[src/rtl/result_unloader.sv]
// Result unloader: snapshots the product matrix on res_done and streams it out as nibbles.
// Latency: rows nibble is valid in the cycle after the res_done edge, then one nibble per transfer.
// Backpressure: valid/ready; dout/dout_last hold until dout_valid & dout_ready, and stalls cost no extra bubbles.
//
// Ports:
//   CLK, RST_N       clock (rising edge) and asynchronous active-low reset
//   res_flat         product matrix, element i at [i*DATA_W +: DATA_W], row-major
//   res_rows/cols    product dimensions
//   res_done         1-cycle pulse, res_* valid this cycle
//   dout/_valid/_ready/_last  nibble stream: header (rows, cols), then elements MSB nibble first
//   busy             high from capture until the frame is complete
//   unload_done      1-cycle pulse after the last nibble has been transferred
//   overrun          sticky, set when res_done arrives while busy
//   size_err         rows*cols exceeded MAX_ELEMS on the last capture
module result_unloader #(
    parameter int MAX_ELEMS = 8,
    parameter int DATA_W    = 32,
    parameter int NIB_W     = 4,
    parameter int DIM_W     = 4
) (
    input  logic                          CLK,
    input  logic                          RST_N,
    input  logic [MAX_ELEMS*DATA_W-1:0]   res_flat,
    input  logic [DIM_W-1:0]              res_rows,
    input  logic [DIM_W-1:0]              res_cols,
    input  logic                          res_done,
    output logic [NIB_W-1:0]              dout,
    output logic                          dout_valid,
    input  logic                          dout_ready,
    output logic                          dout_last,
    output logic                          busy,
    output logic                          unload_done,
    output logic                          overrun,
    output logic                          size_err
);

    localparam int NPE = DATA_W / NIB_W;                      // nibbles per element
    localparam int K_W = (NPE > 1) ? $clog2(NPE) : 1;
    localparam int E_W = (MAX_ELEMS > 1) ? $clog2(MAX_ELEMS) : 1;
    localparam int N_W = 2 * DIM_W;
    localparam logic [K_W-1:0] K_LAST = K_W'(NPE - 1);
    localparam logic [N_W-1:0] MAX_N  = N_W'(MAX_ELEMS);

    typedef enum logic [2:0] {
        IDLE,
        HDR_R,
        HDR_C,
        DATA,
        FIN
    } state_t;

    state_t state, state_nxt;

    logic [DATA_W-1:0] mem [MAX_ELEMS];
    logic [DIM_W-1:0]  rows_q, cols_q;
    logic              skip_data;      // frame is header-only (n==0 or oversize)
    logic [E_W-1:0]    e_last;         // index of final element, meaningful only when !skip_data
    logic [E_W-1:0]    e_idx;
    logic [K_W-1:0]    k_idx;
    logic [N_W-1:0]    n_in;
    logic              capture;
    logic              xfer;
    logic              at_last;
    logic [DATA_W-1:0] elem_sh;

    // Full-width product so an oversize request is never aliased into range.
    assign n_in    = N_W'(res_rows) * N_W'(res_cols);
    assign capture = res_done && (state == IDLE);
    assign xfer    = dout_valid && dout_ready;
    assign at_last = (e_idx == e_last) && (k_idx == K_LAST);
    // Shift the current nibble up to the MSB position so the slice below is constant.
    assign elem_sh = mem[e_idx] << (32'(k_idx) * NIB_W);
    assign busy    = (state != IDLE);

    // Snapshot buffer: contents are don't-care out of reset, so no reset here.
    always_ff @(posedge CLK) begin
        if (capture) begin
            for (int i = 0; i < MAX_ELEMS; i++) begin
                mem[i] <= res_flat[i*DATA_W +: DATA_W];
            end
        end
    end

    always_ff @(posedge CLK or negedge RST_N) begin
        if (!RST_N) begin
            state <= IDLE;
        end else begin
            state <= state_nxt;
        end
    end

    always_ff @(posedge CLK or negedge RST_N) begin
        if (!RST_N) begin
            rows_q    <= '0;
            cols_q    <= '0;
            skip_data <= 1'b0;
            e_last    <= '0;
            e_idx     <= '0;
            k_idx     <= '0;
            size_err  <= 1'b0;
            overrun   <= 1'b0;
        end else if (capture) begin
            rows_q    <= res_rows;
            cols_q    <= res_cols;
            skip_data <= (n_in == '0) || (n_in > MAX_N);
            e_last    <= E_W'(n_in - N_W'(1));
            e_idx     <= '0;
            k_idx     <= '0;
            size_err  <= (n_in > MAX_N);
            overrun   <= 1'b0;
        end else begin
            // Any res_done outside IDLE (HDR_R..FIN) is dropped and flagged.
            if (res_done) begin
                overrun <= 1'b1;
            end
            if ((state == DATA) && xfer) begin
                if (k_idx == K_LAST) begin
                    k_idx <= '0;
                    e_idx <= e_idx + E_W'(1);
                end else begin
                    k_idx <= k_idx + K_W'(1);
                end
            end
        end
    end

    always_comb begin
        state_nxt   = state;
        dout        = '0;
        dout_valid  = 1'b0;
        dout_last   = 1'b0;
        unload_done = 1'b0;
        case (state)
            IDLE: begin
                if (res_done) begin
                    state_nxt = HDR_R;
                end
            end
            HDR_R: begin
                dout       = NIB_W'(rows_q);
                dout_valid = 1'b1;
                if (xfer) begin
                    state_nxt = HDR_C;
                end
            end
            HDR_C: begin
                dout       = NIB_W'(cols_q);
                dout_valid = 1'b1;
                dout_last  = skip_data;
                if (xfer) begin
                    state_nxt = skip_data ? FIN : DATA;
                end
            end
            DATA: begin
                dout       = elem_sh[DATA_W-1 -: NIB_W];
                dout_valid = 1'b1;
                dout_last  = at_last;
                if (xfer && at_last) begin
                    state_nxt = FIN;
                end
            end
            FIN: begin
                unload_done = 1'b1;
                state_nxt   = IDLE;
            end
            default: begin
                state_nxt = IDLE;
            end
        endcase
    end

endmodule

[config.mk]
export PLATFORM = sky130hd
export DESIGN_NAME = result_unloader
export DESIGN_NICKNAME = d
export VERILOG_FILES = /design/src/rtl/result_unloader.sv
export SDC_FILE = /design/constraint.sdc
export NUM_CORES = 1
export LEC_CHECK = 0
export BUFFER_PORTS_ARGS = -buffer_cell sky130_fd_sc_hd__clkbuf_2
export CAP_MARGIN = 25
export CORE_ASPECT_RATIO = 0.5
export CORE_MARGIN = 3
export CORE_UTILIZATION = 60
export CTS_BUF_LIST = sky130_fd_sc_hd__clkbuf_2
export CTS_CLUSTER_DIAMETER = 60
export DETAILED_ROUTE_END_ITERATION = 10
export GPL_ROUTABILITY_DRIVEN = 0
export GPL_TIMING_DRIVEN = 0
export PLACE_DENSITY_LB_ADDON = 0.12
export RECOVER_POWER = 25
export SLEW_MARGIN = 10
export SYNTH_ARGS = -nofsm -noshare
export SYNTH_HDL_FRONTEND = slang
export SYNTH_SLANG_ARGS = --single-unit
[constraint.sdc]
create_clock -name CLK -period 21.4 [get_ports CLK]
set_input_delay 2.14 -clock CLK [delete_from_list [all_inputs] [get_ports CLK]]
set_output_delay 2.14 -clock CLK [all_outputs]
set_load 0.01 [all_outputs]
* Word-level counts from Yosys, hierarchy flattened
Memory sizes are Yosys's and may differ from the RTL's. Index checks and enable logic that the tools add are counted.
Storage, ports and cells: word-level logic and storage cells 61, RAM bits 256, memories 1, output and inout port bits 10, input port bits 268, bits in registers 23
Operators by class: equality and inequality tests 10, mux-type cells 20, order comparisons 1, multipliers 1, reductions and logical operators 15, shift-type cells 1, add/subtract/negate cells 3
Memory list:
- mem | depth 8, width 32, read ports 1, clocked after Yosys merged registers in 0, write ports 8, line 54 | logic [DATA_W-1:0] mem [MAX_ELEMS];
Operators by type and width (number):
- 3-bit 2-to-1 mux | 11
- 32-bit by 5-bit << shifter with 32-bit output | 1
- 3-bit case mux with 4 select lines | 1
- 4-bit case mux with 3 select lines | 1
- 8-bit by 4-bit > comparator with 1-bit output, second input constant | 1
- 8-bit zero test | 1
- 4-bit by 4-bit multiplier with 8-bit output | 1
- 3-bit by 1-bit adder with 3-bit output, second input constant | 2
- 3-bit by 2-bit equality test with 1-bit output, second input constant | 2
- 3-bit equality test, second input constant | 2
- 1-bit 2-to-1 mux | 6
- 2-bit inequality test, second input constant | 3
- 2-bit nonzero test | 3
- 1-bit logical AND | 5
- 4-bit AND reduction | 1
- 3-bit by 1-bit equality test with 1-bit output, second input constant | 1
- 3-bit equality test | 1
- 3-bit zero test | 1
- 3-bit nonzero test | 1
- 3-bit OR reduction | 1
- 3-bit by 1-bit subtractor with 3-bit output, second input constant | 1
- 2-bit by 1-bit inequality test with 1-bit output, second input constant | 1
- 1-bit case mux with 2 select lines | 1
- 2-bit AND reduction | 1
- 1-bit logical OR | 1

* Logic depth before layout (Yosys ltp)
word-level depth 7, gate-level depth with buffers 10, mapped depth without buffers 10

* Worst setup path after synthesis
No wires, ideal clock.
kind in2reg, start point input res_done, end point memory mem[0][0] (enable), path slack 11.202 ns, buffers on the path 1, data required time 20.680 ns, library setup time 0.720 ns, data arrival time 9.478 ns, cell stages on the path 3, path through nand2_1 > clkinv_1 > buf_1
RTL lines:
- start: declaration | line 26 | input logic res_done,
- end: declaration | line 54

* Worst setup path in the final report
start point register e_idx[1], end point output dout[1]
Between the ends: longest elaborated chain between the ends 3
RTL lines:
- start: declaration | line 58 | logic [E_W-1:0] e_idx;
- start signal: assignment | line 119 | e_idx <= e_idx + E_W'(1);
- memory 8 x 32 bit
- 32-bit by 5-bit << shifter with 32-bit output | line 72 | assign elem_sh = mem[e_idx] << (32'(k_idx) * NIB_W);
- 4-bit case mux with 3 select lines | line 133 | case (state)
- end: declaration | line 27 | output logic [NIB_W-1:0] dout,
No other way between the ends.

==> metrics.md <==
| Metric | Value |
|---|---|
| Setup TNS | 0 ns |
| DR WL/cell | 22.08 um |
| Max Clk Rate | 179.7 MHz |
| Post-Syn Nets | 869 |
| Clock sink count | 279 |
| Initial antenna violation count | 0 |
| Gr ovfl total | 0 |
| Peak VDD IR | 0.05757 mV |
| Worst-Margin Slew | 0.8494 ns |
| Pwr per Cell Area | 96.55 nW/um^2 |
| Vias in the first global route | 7,136 |
| Initial Util | 63.32% |
| Syn Std Cell Area | 11,390 sq um |
| Final period util | approximately a quarter |
| Synth Instances | 580 |
| WL final | 26.70 mm |
| DR iter-0 viols | 623 |
| Vias per cell | 5.647 |
| P_leak | 0.005238 uW |
| Die width | between 200 and 250 um |
| Min Tclk post-route | 5.566 ns |
| Pin count of the biggest net entering global routing | 43 |
| Post-synth EDFFs | between 200 and 300 |
| # DRC | 0 |
| Syn-to-layout area delta | 20.07% |
| Routed via count | 6,827 |
| Synth warn | 0 |
| RSZ-0062 raised after global routing | false |
| Worst setup path class | flip-flop to output pin |
| Crit path max fanout | 10 |
| Final Max Slew Viols | 0 |
| Status | finished, final reports clean |
| GR Util All Layers | 26.28% |
| Rows | 34 |
| Ys flop type | edfxtp_1 |
| Die Y | about 100 um |
| HPWL after DPL | around 20 mm |
| Htree depth | 2 |
| CTS resizes | 0 |
| HP Class | flip-flop to flip-flop |
| Worst-path clk slew | 0.12 ns |
| Post-layout util | around three quarters |
| Core ar. | 17,990 sq um |
| Arrival time at the worst endpoint | 3.43 ns |
| Final Net Count | 1,211 |
| Fin area | 13,680 sq um |
| Ports | 278 |
| MaxCap Viol Count | 0 |
| Worst Path Required | 19.26 ns |
| Mean Syn Cell Area | a little under 20 sq um |
| Final hold vios | 0 |
| First-pass GRT wire length | approximately 40 mm |
| Placed instance area | around 13,000 sq um |
| Total chip power | 1321 uW |
| Netlist cell types | 41 |
| CTS tree | done |
| Post-synthesis async set-or-reset flop share | a little over 8% |
| IO Port Bufs | 277 |
| Rel. slew slack | 43.37% |
| Clk_skew | roughly 0.063 ns |
| Crit. End Element | output pin |
| Share of cells above drive strength 1 | 44.62% |
| Startpoint types | flip-flop |
| Hold_buf cts | 0 |
| Most frequent cells in the layout | 341 x clkbuf_2, 256 x edfxtp_1, 58 x mux4_2, 40 x nand2_1 |
| Post-synthesis sequential area ratio | 72.52% |
| Antenna cells | 0 |
| Worst-Skew Late Latency | 0.84 ns |
| Die ar. | 20,780 sq um |
| Inserted Clock Buffers | 56 |
| Post-CTS setup buffers | 0 |
| Final setup fails | 0 |
| TritonRoute pass-1 iters | 5 |
| Most common cell after layout, fill and taps aside | clkbuf_2 |
| Clk root buf | clkbuf_2 |
| Clk buf depth | 3 |
| FF+latch count, synth | 279 |
| Final ANT Viol Nets | 0 |
power breakdown:
part | total [uW] | switching [uW] | internal [uW]
Sequential | 751 | 31.4 | 720
Clock | 292 | 192 | 99.7
Combinational | 278 | 164 | 114
Total | 1320 | 388 | 933
critical path, stage by stage (launching register included):
cell,delay [ns]
dfrtp_1,0.42
buf_4,0.26
buf_2,0.33
buf_2,0.39
mux4_2,0.38
mux2i_1,0.30
nand3_1,0.13
nand4_1,0.16
o211ai_1,0.10
clkbuf_2,0.17
final cells by class:
cell class	instances	area (sq um)
multi-input combinational	264	2938
buffer	27	156.4
inverter	10	37.54
clock buffer	81	405.4
timing repair buffer	284	1513
tap	252	315.3
fill	1118	4314
sequential	279	8263
clock inverter	12	52.55
synth_stat cells, types with 2 or more instances:
cell type | n | share of area (%)
a211oi_1 | 2 | 0.13
a21oi_1 | 12 | 0.53
a22o_1 | 3 | 0.23
a22oi_1 | 4 | 0.26
a31oi_1 | 2 | 0.11
and2_1 | 15 | 0.82
buf_1 | 3 | 0.099
buf_2 | 9 | 0.40
buf_4 | 5 | 0.33
clkbuf_1 | 8 | 0.26
dfrtp_1 | 23 | 5.1
edfxtp_1 | 256 | 67
fa_1 | 4 | 0.70
ha_1 | 17 | 1.9
inv_1 | 9 | 0.30
mux2_2 | 2 | 0.20
mux2i_1 | 25 | 2.2
mux4_1 | 11 | 2.5
mux4_2 | 58 | 11
nand2_1 | 40 | 1.3
nand3_1 | 12 | 0.53
nor2_1 | 21 | 0.69
nor2b_1 | 7 | 0.38
o211ai_1 | 6 | 0.40
o21ai_0 | 5 | 0.22
xnor2_1 | 5 | 0.38
xor2_1 | 2 | 0.15
worst paths after layout:
kind                                 from  cells past startpoint  slack (ns)         end
worst max-delay path             e_idx[1]                      9       15.83     dout[1]
worst min-delay path            rows_q[1]                      2        0.50   rows_q[1]
worst max register to register   state[2]                      9       18.19  mem[7][19]
worst min register to register  rows_q[1]                      2        0.50   rows_q[1]
max in group asynchronous           RST_N                      1       19.64   e_last[1]
min in group asynchronous           RST_N                      1        1.34    state[0]
kinds of logic after synthesis:
family,Yosys count,share of synthesized area (%)
buffers and inverters,37,1.691
xor gates and xnor gates,7,0.5381
and+or+nand+nor,103,4.206
muxes,96,16.40
AOI/OAI and AO/OA,37,2.076
DFF,279,72.52
adders and majority gates,21,2.570
registers in the layout, summed over array words and instances, names as in the netlist:
register and count:
state 3, mem 256, skip_data 1, size_err 1, cols_q 4, e_idx 3
k_idx 3, overrun 1, rows_q 4, e_last 3
per-layer routing:
layer / vias to the layer above / wire, um / GRT usage, %
met1: 3364 / 10740 / 36.82
met3: 44 / 2789 / 8.409
met5: - / 0 / 0
li1: 3042 / - / -
met4: 0 / 546 / 7.278
met2: 377 / 12620 / 41.12
metrics by stage:
| step | cells | setup WS, ns | hold WS (ns) |
|---|---|---|---|
| after floorplan | 580 | 11.20 | 0.4461 |
| after global placement | 1109 | 8.732 | 0.4609 |
| after detailed placement | 1116 | 16.43 | 0.4666 |
| after CTS | 1209 | 15.80 | 0.4966 |
| after global routing | 1209 | 15.61 | 0.5165 |
| final | 1209 | 15.83 | 0.4971 |
Power figures use the tool's default switching activity.
